<file path="src/rtl/pipelined_regfile_if.sv">
// Bus bundle between the decode/writeback hazard logic and the register file.
// The master drives indices, write-back data and scoreboard strobes.
// The slave returns registered read data and busy flags.
`timescale 1ns/1ps
interface pipelined_regfile_if #(
    parameter int DATA_WIDTH = 32,
    parameter int ADDR_WIDTH = 5,
    parameter int NUM_READ   = 2
);
    logic [NUM_READ*ADDR_WIDTH-1:0] rdAddr;
    logic [NUM_READ*DATA_WIDTH-1:0] rdData;
    logic [NUM_READ-1:0]            rdBusy;
    logic                           wrEn;
    logic [ADDR_WIDTH-1:0]          wrAddr;
    logic [DATA_WIDTH-1:0]          wrData;
    logic                           issueEn;
    logic [ADDR_WIDTH-1:0]          issueAddr;
    logic                           flush;
    logic                           anyBusy;

    modport master (
        output rdAddr, wrEn, wrAddr, wrData, issueEn, issueAddr, flush,
        input  rdData, rdBusy, anyBusy
    );

    modport slave (
        input  rdAddr, wrEn, wrAddr, wrData, issueEn, issueAddr, flush,
        output rdData, rdBusy, anyBusy
    );
endinterface

</file>
<file path="src/rtl/pipelined_regfile.sv">
// Multi-read-port register file with write-through bypass and a per-register
// pending scoreboard. Read data, busy flags and anyBusy are registered and
// appear one cycle after the address.
`timescale 1ns/1ps
module pipelined_regfile #(
    parameter int DATA_WIDTH  = 32,
    parameter int ADDR_WIDTH  = 5,
    parameter int NUM_READ    = 2,
    parameter int ZERO_REG_EN = 1
) (
    input  logic                 clk,
    input  logic                 rst_n,
    pipelined_regfile_if.slave   bus
);
    localparam int DEPTH = 1 << ADDR_WIDTH;
    localparam logic [ADDR_WIDTH-1:0] ZERO_ADDR = '0;

    logic [DATA_WIDTH-1:0]          r_mem [DEPTH];
    logic [DEPTH-1:0]               r_pending;
    logic [NUM_READ*DATA_WIDTH-1:0] r_rd_data;
    logic [NUM_READ-1:0]            r_rd_busy;
    logic                           r_any_busy;

    logic [DEPTH-1:0]               w_pending_nxt;
    logic [NUM_READ*DATA_WIDTH-1:0] w_rd_data_nxt;
    logic [NUM_READ-1:0]            w_rd_busy_nxt;
    logic [ADDR_WIDTH-1:0]          w_rd_addr [NUM_READ];
    logic                           w_wr_ok;
    logic                           w_issue_ok;

    // True when the index names the hard-wired zero register.
    function automatic logic is_zero_reg(input logic [ADDR_WIDTH-1:0] addr);
        return (ZERO_REG_EN != 0) && (addr == ZERO_ADDR);
    endfunction

    // Qualify the write and issue strobes; r0 writes/issues are dropped and flush masks issue.
    always_comb begin
        w_wr_ok    = bus.wrEn & ~is_zero_reg(bus.wrAddr);
        w_issue_ok = bus.issueEn & ~bus.flush & ~is_zero_reg(bus.issueAddr);
    end

    // Next pending vector: flush clears all, otherwise writeback clears and issue sets (issue wins).
    always_comb begin
        w_pending_nxt = r_pending;
        if (bus.flush) begin
            w_pending_nxt = '0;
        end else begin
            if (bus.wrEn) begin
                w_pending_nxt[bus.wrAddr] = 1'b0;
            end else begin
                w_pending_nxt[bus.wrAddr] = r_pending[bus.wrAddr];
            end
            if (w_issue_ok) begin
                w_pending_nxt[bus.issueAddr] = 1'b1;
            end else begin
                w_pending_nxt[bus.issueAddr] = w_pending_nxt[bus.issueAddr];
            end
        end
        if (ZERO_REG_EN != 0) begin
            w_pending_nxt[0] = 1'b0;
        end else begin
            w_pending_nxt[0] = w_pending_nxt[0];
        end
    end

    // Split the packed read-index bus into one index per port.
    always_comb begin
        for (int i = 0; i < NUM_READ; i++) begin
            w_rd_addr[i] = bus.rdAddr[i*ADDR_WIDTH +: ADDR_WIDTH];
        end
    end

    // Per-port read mux: zero register, same-edge bypass, else array; busy sees same-edge clear only.
    always_comb begin
        w_rd_data_nxt = '0;
        w_rd_busy_nxt = '0;
        for (int i = 0; i < NUM_READ; i++) begin
            if (is_zero_reg(w_rd_addr[i])) begin
                w_rd_data_nxt[i*DATA_WIDTH +: DATA_WIDTH] = '0;
            end else if (w_wr_ok && (bus.wrAddr == w_rd_addr[i])) begin
                w_rd_data_nxt[i*DATA_WIDTH +: DATA_WIDTH] = bus.wrData;
            end else begin
                w_rd_data_nxt[i*DATA_WIDTH +: DATA_WIDTH] = r_mem[w_rd_addr[i]];
            end
            w_rd_busy_nxt[i] = r_pending[w_rd_addr[i]]
                             & ~(bus.wrEn & (bus.wrAddr == w_rd_addr[i]))
                             & ~bus.flush;
        end
    end

    // Register array storage; reset clears every word so no stale data survives.
    always_ff @(posedge clk or negedge rst_n) begin
        if (!rst_n) begin
            for (int k = 0; k < DEPTH; k++) begin
                r_mem[k] <= '0;
            end
        end else if (w_wr_ok) begin
            r_mem[bus.wrAddr] <= bus.wrData;
        end
    end

    // Pending scoreboard and registered read-port outputs.
    always_ff @(posedge clk or negedge rst_n) begin
        if (!rst_n) begin
            r_pending  <= '0;
            r_rd_data  <= '0;
            r_rd_busy  <= '0;
            r_any_busy <= 1'b0;
        end else begin
            r_pending  <= w_pending_nxt;
            r_rd_data  <= w_rd_data_nxt;
            r_rd_busy  <= w_rd_busy_nxt;
            r_any_busy <= |w_pending_nxt;
        end
    end

    assign bus.rdData  = r_rd_data;
    assign bus.rdBusy  = r_rd_busy;
    assign bus.anyBusy = r_any_busy;

endmodule

</file>
<file path="src/flat_wrapper.sv">
// flat-port wrapper written by rule: the top's interface ports become plain ports
module pipelined_regfile_flat 
#(
    parameter int DATA_WIDTH  = 32,
    parameter int ADDR_WIDTH  = 5,
    parameter int NUM_READ    = 2,
    parameter int ZERO_REG_EN = 1
)
  (clk, rst_n, bus_rdAddr, bus_wrEn, bus_wrAddr, bus_wrData, bus_issueEn, bus_issueAddr, bus_flush, bus_rdData, bus_rdBusy, bus_anyBusy);
  pipelined_regfile_if #(.DATA_WIDTH(DATA_WIDTH), .ADDR_WIDTH(ADDR_WIDTH), .NUM_READ(NUM_READ)) bus_i ();
  input  logic clk;
  input  logic rst_n;
  input wire logic [$bits(bus_i.rdAddr)-1:0] bus_rdAddr;
  input wire logic [$bits(bus_i.wrEn)-1:0] bus_wrEn;
  input wire logic [$bits(bus_i.wrAddr)-1:0] bus_wrAddr;
  input wire logic [$bits(bus_i.wrData)-1:0] bus_wrData;
  input wire logic [$bits(bus_i.issueEn)-1:0] bus_issueEn;
  input wire logic [$bits(bus_i.issueAddr)-1:0] bus_issueAddr;
  input wire logic [$bits(bus_i.flush)-1:0] bus_flush;
  output wire logic [$bits(bus_i.rdData)-1:0] bus_rdData;
  output wire logic [$bits(bus_i.rdBusy)-1:0] bus_rdBusy;
  output wire logic [$bits(bus_i.anyBusy)-1:0] bus_anyBusy;
  assign bus_i.rdAddr = bus_rdAddr;
  assign bus_i.wrEn = bus_wrEn;
  assign bus_i.wrAddr = bus_wrAddr;
  assign bus_i.wrData = bus_wrData;
  assign bus_i.issueEn = bus_issueEn;
  assign bus_i.issueAddr = bus_issueAddr;
  assign bus_i.flush = bus_flush;
  assign bus_rdData = bus_i.rdData;
  assign bus_rdBusy = bus_i.rdBusy;
  assign bus_anyBusy = bus_i.anyBusy;
  pipelined_regfile #(.DATA_WIDTH(DATA_WIDTH), .ADDR_WIDTH(ADDR_WIDTH), .NUM_READ(NUM_READ), .ZERO_REG_EN(ZERO_REG_EN)) u_core (.clk(clk), .rst_n(rst_n), .bus(bus_i));
endmodule
</file>
<file path="config.mk">
export PLATFORM = sky130hd
export DESIGN_NAME = pipelined_regfile_flat
export DESIGN_NICKNAME = d
export VERILOG_FILES = /design/src/rtl/pipelined_regfile_if.sv /design/src/rtl/pipelined_regfile.sv /design/src/flat_wrapper.sv
export SDC_FILE = /design/constraint.sdc
export NUM_CORES = 2
export LEC_CHECK = 0
export BUFFER_PORTS_ARGS = -buffer_cell sky130_fd_sc_hd__buf_2
export CORE_MARGIN = 2
export CORE_UTILIZATION = 25
export CTS_CLUSTER_SIZE = 25
export DETAILED_ROUTE_END_ITERATION = 6
export PLACE_DENSITY = 0.48
export SLEW_MARGIN = 5
export SYNTH_ARGS = -nofsm -noshare
export SYNTH_HDL_FRONTEND = slang
export SYNTH_SLANG_ARGS = --single-unit
</file>
<file path="constraint.sdc">
create_clock -name clk -period 4.65 [get_ports clk]
set_input_delay 0.465 -clock clk [delete_from_list [all_inputs] [get_ports clk]]
set_output_delay 0.465 -clock clk [all_outputs]
set_load 0.02 [all_outputs]
</file>
### Yosys cells after proc, flatten, opt, wreduce, memory -nomap -nowiden

Index checks and enable logic that the tools add are counted.

* bits in registers: 1122
* input port bits: 57
* memories: 0
* bits in latches: 0
* memory bits (writable): 0
* bits in read-only memories: 0
* output and inout port bits: 67

* eq/ne operators: 2
* $lt $le $gt $ge: 10
* add/sub/neg operators: 0
* shifts and indexed selects: 0
* reductions and logical operators: 10
* bitwise operators: 20
* div/mod/pow operators: 0
* multiplexer cells: 31
* multiply operators: 0

Operators with widths (count)
* $bwmux 1024: 1
* $mux 32: 13
* $bmux 32 s5: 2
* $demux 32 s5: 1
* $bwmux 32: 2
* $and 32x32->32: 1
* $not 32->32: 1
* $or 32x32->32: 1
* $reduce_or 31->1: 1
* $lt 5x6->1 const B: 4
* $bmux 1 s5: 4
* $logic_not 5->1: 4
* $ge 6x6->1 const B: 3
* $not 5->6: 3
* $demux 1 s5: 2
* $eq 5x5->1: 2
* $ge 5x1->1 const B: 2
* $and 1x1->1: 9
* $lt 6x1->1 const B: 1
* $mux 1: 6
* $logic_and 1x1->1: 5
* $not 1->1: 5

### Depth between registers and ports, before layout

* depth in word-level cells: 14
* gate-level depth with buffers: 15

### Worst setup path before layout

No wires, ideal clock.

* path kind: input-to-reg
* start: in bus_wrAddr[1]
* end: reg u_core.r_any_busy (netlist: u_core.bus.anyBusy)
* path slack: 1.089 ns
* arrival: 3.424 ns
* buffers on the path: 1
* cell stages on the path: 11
* required time: 4.513 ns
* cell sequence: buf_2 -> nor3b_2 -> a2111oi_0 -> a311o_1 -> or4_4 -> nor4_4 -> and2_1 -> a311oi_1 -> or4b_1 -> nor4_2 -> nand4b_1

* longest elaborated chain between the ends: 14
* elaborated cells on any way between the ends: 19
* classes of those cells: order compare (2); mux (12); bitwise (3); reduce/logical (2)

RTL lines
* start, declared: line flat_wrapper.sv:15 `input wire logic [$bits(bus_i.wrAddr)-1:0] bus_wrAddr;`
* $lt 5x6->1 (implied by the code) or $ge 5x1->1 (tied branches): line pipelined_regfile.sv:49, pipelined_regfile.sv:51
* $logic_and 1x1->1 (implied by the code): line pipelined_regfile.sv:49, pipelined_regfile.sv:51
* $mux 1 (implied by the code): line pipelined_regfile.sv:49, pipelined_regfile.sv:51
* $demux 1 s5
* $not 32->32 (no line)
* $and 32x32->32 (no line)
* $mux 32 *: line pipelined_regfile.sv:48 `if (bus.wrEn) begin`
* $mux 32 *: line pipelined_regfile.sv:45 `if (bus.flush) begin`
* $bmux 1 s5: line pipelined_regfile.sv:56 `w_pending_nxt[bus.issueAddr] = w_pending_nxt[bus.issueAddr];`
* $mux 1 (implied by the code): line pipelined_regfile.sv:56
* $bwmux 32: line pipelined_regfile.sv:56
* $mux 32 *: line pipelined_regfile.sv:53 `if (w_issue_ok) begin`
* $mux 32 *: line pipelined_regfile.sv:45
* via u_core.w_pending_nxt[29]: line pipelined_regfile.sv:24 `logic [DEPTH-1:0] w_pending_nxt;`
* $reduce_or 31->1 *: line pipelined_regfile.sv:113 `r_any_busy <= |w_pending_nxt;`
* end signal, assigned: line pipelined_regfile.sv:113
* end, declared: line pipelined_regfile.sv:22 `logic r_any_busy;`

Mark *: on every way through the listed nets, which the timed path passes. The rest lies on a longest branch. The select of a mux whose other input is x is not followed.
A chain may end at the register's enable or synchronous reset.

### Worst setup path in the final report

* start: in bus_wrAddr[1]
* end: reg u_core.r_any_busy (netlist: u_core.bus.anyBusy)

* longest elaborated chain between the ends: 14
* elaborated cells on any way between the ends: 19
* classes of those cells: order compare (2); mux (12); bitwise (3); reduce/logical (2)

RTL lines (line)
* $lt 5x6->1 (implied by the code) or $ge 5x1->1 (tied branches): pipelined_regfile.sv:49, pipelined_regfile.sv:51
* $logic_and 1x1->1 (implied by the code): pipelined_regfile.sv:49, pipelined_regfile.sv:51
* $mux 1 (implied by the code): pipelined_regfile.sv:49, pipelined_regfile.sv:51
* $demux 1 s5
* $not 32->32 (no line)
* $and 32x32->32 (no line)
* $mux 32 *: pipelined_regfile.sv:48
* $mux 32 *: pipelined_regfile.sv:45
* $bmux 1 s5: pipelined_regfile.sv:56
* $mux 1 (implied by the code): pipelined_regfile.sv:56
* $bwmux 32: pipelined_regfile.sv:56
* $mux 32 *: pipelined_regfile.sv:53
* $mux 32 *: pipelined_regfile.sv:45
* $reduce_or 31->1 *: pipelined_regfile.sv:113

Mark *: on every way between the ends. The rest lies on a longest branch, timed or not. The select of a mux whose other input is x is not followed.

==> out/metrics.csv <==
stage;metric;value;unit
logic_synthesis;top-area cell type share of the netlist area;46.7;%
placed_design;Port Buffer Count;123;
logic_synthesis;syn nets;3991;
pwr;peak supply drop;0.363;mV
route;Routed Antenna Nets;0;
die;die height;494;um
clocking;Sink Count;1122;
logic_synthesis;FFs w/ async S/R, synth;100;%
route;max layer used;met5;
critical_path;crit path DAT;4500;ps
clocking;CTS tree;built;
critical_path;CP top delay family;compound AO/OA/AOI/OAI gates;
clocking;Post-CTS Setup Bufs;0;
global_routing;Tot GR Track Use;17.1;%
critical_path;worst-path cell chain;buf_2 -> buf_4 -> mux2i_1 -> o22ai_1 -> a22oi_1 -> a21oi_1 -> a221oi_1 -> nand4_2 -> o211ai_1 -> or4b_1 -> nor4_2 -> nand4b_1;
route;iteration-0 DRC count of the detailed router;2814;
logic_synthesis;synth top area cells;dfrtp_1 47%, mux4_2 24%, mux2_2 19%;
clocking;CTS Root Cell;clkbuf_16;
finish;Nets;3957;
clocking;PostCTS Resize Cnt;0;
clocking;clk_lat worst skew;800;ps
run;max cap viols;0;
sta;final setup fails;0;
finish;fin cells;7171;
sta;smallest hold slack;206;ps
sta;Hold Vio Cnt, Final;0;
min_path;Hold Path Depth;4;
outcome;status;finished, final reports clean;
logic_synthesis;#FFs+latches synth;1122;
critical_path;setup slack, reg-to-reg;810;ps
die;Initial Util;25.2;%
sta;crit share post-route;83.2;%
critical_path;Reg2Reg Depth;9;
sta;RSZ-0062 raised after global routing;no;
critical_path;Worst setup EP type;flip-flop;
logic_synthesis;Cell Area, Synth;0.0601;mm2
route;WL final;210000;um
route;via count;37600;
logic_synthesis;Yosys cell types;71;
critical_path;FF-to-FF Start;u_core.r_pending[4];
finish;share of layout cells above drive strength 1;54.3;%
global_routing;largest net degree at the start of global routing;153;
min_path;hold path start;bus_flush;
global_routing;first-pass GRT wire length;302000;um
logic_synthesis;Seq/Total Area, Yosys;46.7;%
critical_path;delay of the slowest critical-path stage;580;ps
clocking;CTS H-tree depth;4;
sta;Setup Total Neg Slack;0;ps
critical_path;crit path max fanout;26;
route;DR WL/cell;29.3;um
placed_design;gpl congestion;0.882;
pwr;Power Total;0.0302;W
route;DRC viols;0;
critical_path;crit path kind;in -> reg;
critical_path;Worst Setup SP;bus_wrAddr[1];
logic_synthesis;syn_area_per_cell;15.3;um2
global_routing;grt total ovfl;0;
die;die width;494;um
critical_path;CP required;5280;ps
critical_path;Buf/Inv on CP;2;
die;IO Pins;124;
route;met3 wire len;9830;um
finish;Post-Route Utilization;29.2;%
global_routing;initial antenna violation count;17;
logic_synthesis;Syn Inst Count;3934;
global_routing;number of global-route vias before repair;39100;
sta;relative slew slack;20.3;%
logic_synthesis;yosys warns;0;
die;Core ar.;0.238;mm2
critical_path;FF-to-FF End;u_core.bus.anyBusy;
min_path;class of the worst hold path;in -> reg;
critical_path;CP Launch Type;input port;
sta;Period minus WS final;3870;ps
logic_synthesis;Post-synth EDFFs;0;
route;routed length on met1;92500;um
placed_design;Detail Placement HPWL;120000;um
die;die area;0.244;mm2
finish;area grow syn2layout;15.8;%
sta;max-slew violation count;0;
clocking;deepest clock path buffer count;3;
logic_synthesis;area leader, netlist;dfrtp_1;
route;DR WL met2;102000;um
critical_path;Crit path depth;12;
route;DR pass1 iterations;7;
min_path;Endpoint, Worst Hold;u_core.r_pending[22];
pwr;power density cells;435;mW/mm2
pwr;Lkg Pwr;29.0;nW
placed_design;dpl cells;6924;
route;vias per inst;5.24;
clocking;CTS buffer count;139;
sta;clock skew;27.6;ps
logic_synthesis;ys flop type;dfrtp_1;
sta;Fmax;258;MHz
die;placement row count;179;
critical_path;critical path's slowest cell;a221oi_1;
clocking;Reg clk slew, reported paths;60;ps
sta;Slew @ Worst Pin;1190;ps
registers in the layout (all words and copies together), names as in the netlist:
name / count
u_core.r_pending: 31
u_core.bus.rdBusy: 2
u_core.r_mem: 1024
u_core.bus.rdData: 64
u_core.bus.anyBusy: 1
logic make-up after synthesis:
| kind of cell | after synthesis | synth area share (%) |
|---|---|---|
| xor+xnor | 13 | 0.190 |
| mux | 1754 | 44.6 |
| compound gates | 252 | 2.88 |
| buf+inv | 462 | 2.91 |
| simple gates | 331 | 2.71 |
| flops | 1122 | 46.7 |
Yosys cell counts (all sizes together), types with 12 or more instances:
cell and n:
a21oi 44, dfrtp 1122, nor2 118, nand2 72, a211oi 99, o22ai 12, nand3 27, mux4 637
buf 119, a31oi 14, mux2i 121, nor3 21, mux2 996, clkbuf 331, o21ai 27, nor2b 25
inv 12
metal layers:
metal	global-route usage [%]	vias to the layer above
met5	0	-
met4	4.52	18
met3	2.90	321
met2	28.1	1022
met1	23.4	21000
li1	-	15300
final cells by class:
type	count	area, um2
Antenna cell	1	2.50
Clock buffer	199	4080
Clock inverter	45	699
Fill cell	23900	169000
Inverter	12	45.0
Multi-Input combinational cell	2350	30500
Sequential cell	1122	28100
Tap cell	3167	3960
Timing Repair Buffer	275	2190
power by group:
group / internal (W) / total, W / switching [W]
Clock: 0.00671 / 0.0113 / 0.00463
Combinational: 0.00355 / 0.00600 / 0.00245
Sequential: 0.0116 / 0.0129 / 0.00127
cell usage in the layout (no fill, tap or decap), types with 25 or more instances in the layout:
cell type and n:
dfrtp_1 1122, mux2_2 996, mux4_2 637, clkbuf_16 141
buf_4 125, mux2i_1 121, buf_2 112, nor2_1 104
a211oi_1 99, nand2_1 56, a21oi_1 44, clkbuf_8 34
buf_12 28, nand3_1 26, o21ai_0 26, nor2b_1 25
clkbuf_1 25
worst min-delay path: cells and delay by family:
kind	cells	cell delay [ps]
buf+inv	2	270
compound gates	2	200
stage by stage:
stage / setup WS, ps / area [um2]
final: 780 / 69600
after floorplan: 1090 / 60100
after detailed placement: 31.8 / 64800
after global routing: 588 / 69600
after global placement: 104 / 64800
after CTS: 856 / 69600
how the worst max path moves through the flow:
stage / end / slack [ps]
floorplan: u_core.bus.anyBusy / 1090
global placement: u_core.bus.anyBusy / 100
detailed placement: u_core.bus.anyBusy / 30
CTS: u_core.bus.anyBusy / 860
global route: u_core.bus.anyBusy / 590
finish: u_core.bus.anyBusy / 780
repair_timing:
action,CTS,global route
hold buffers,2,0
endpoints found under the hold margin,32,0
endpoints found under the setup margin,0,0
Note: power is estimated with default switching activity, not from simulation.
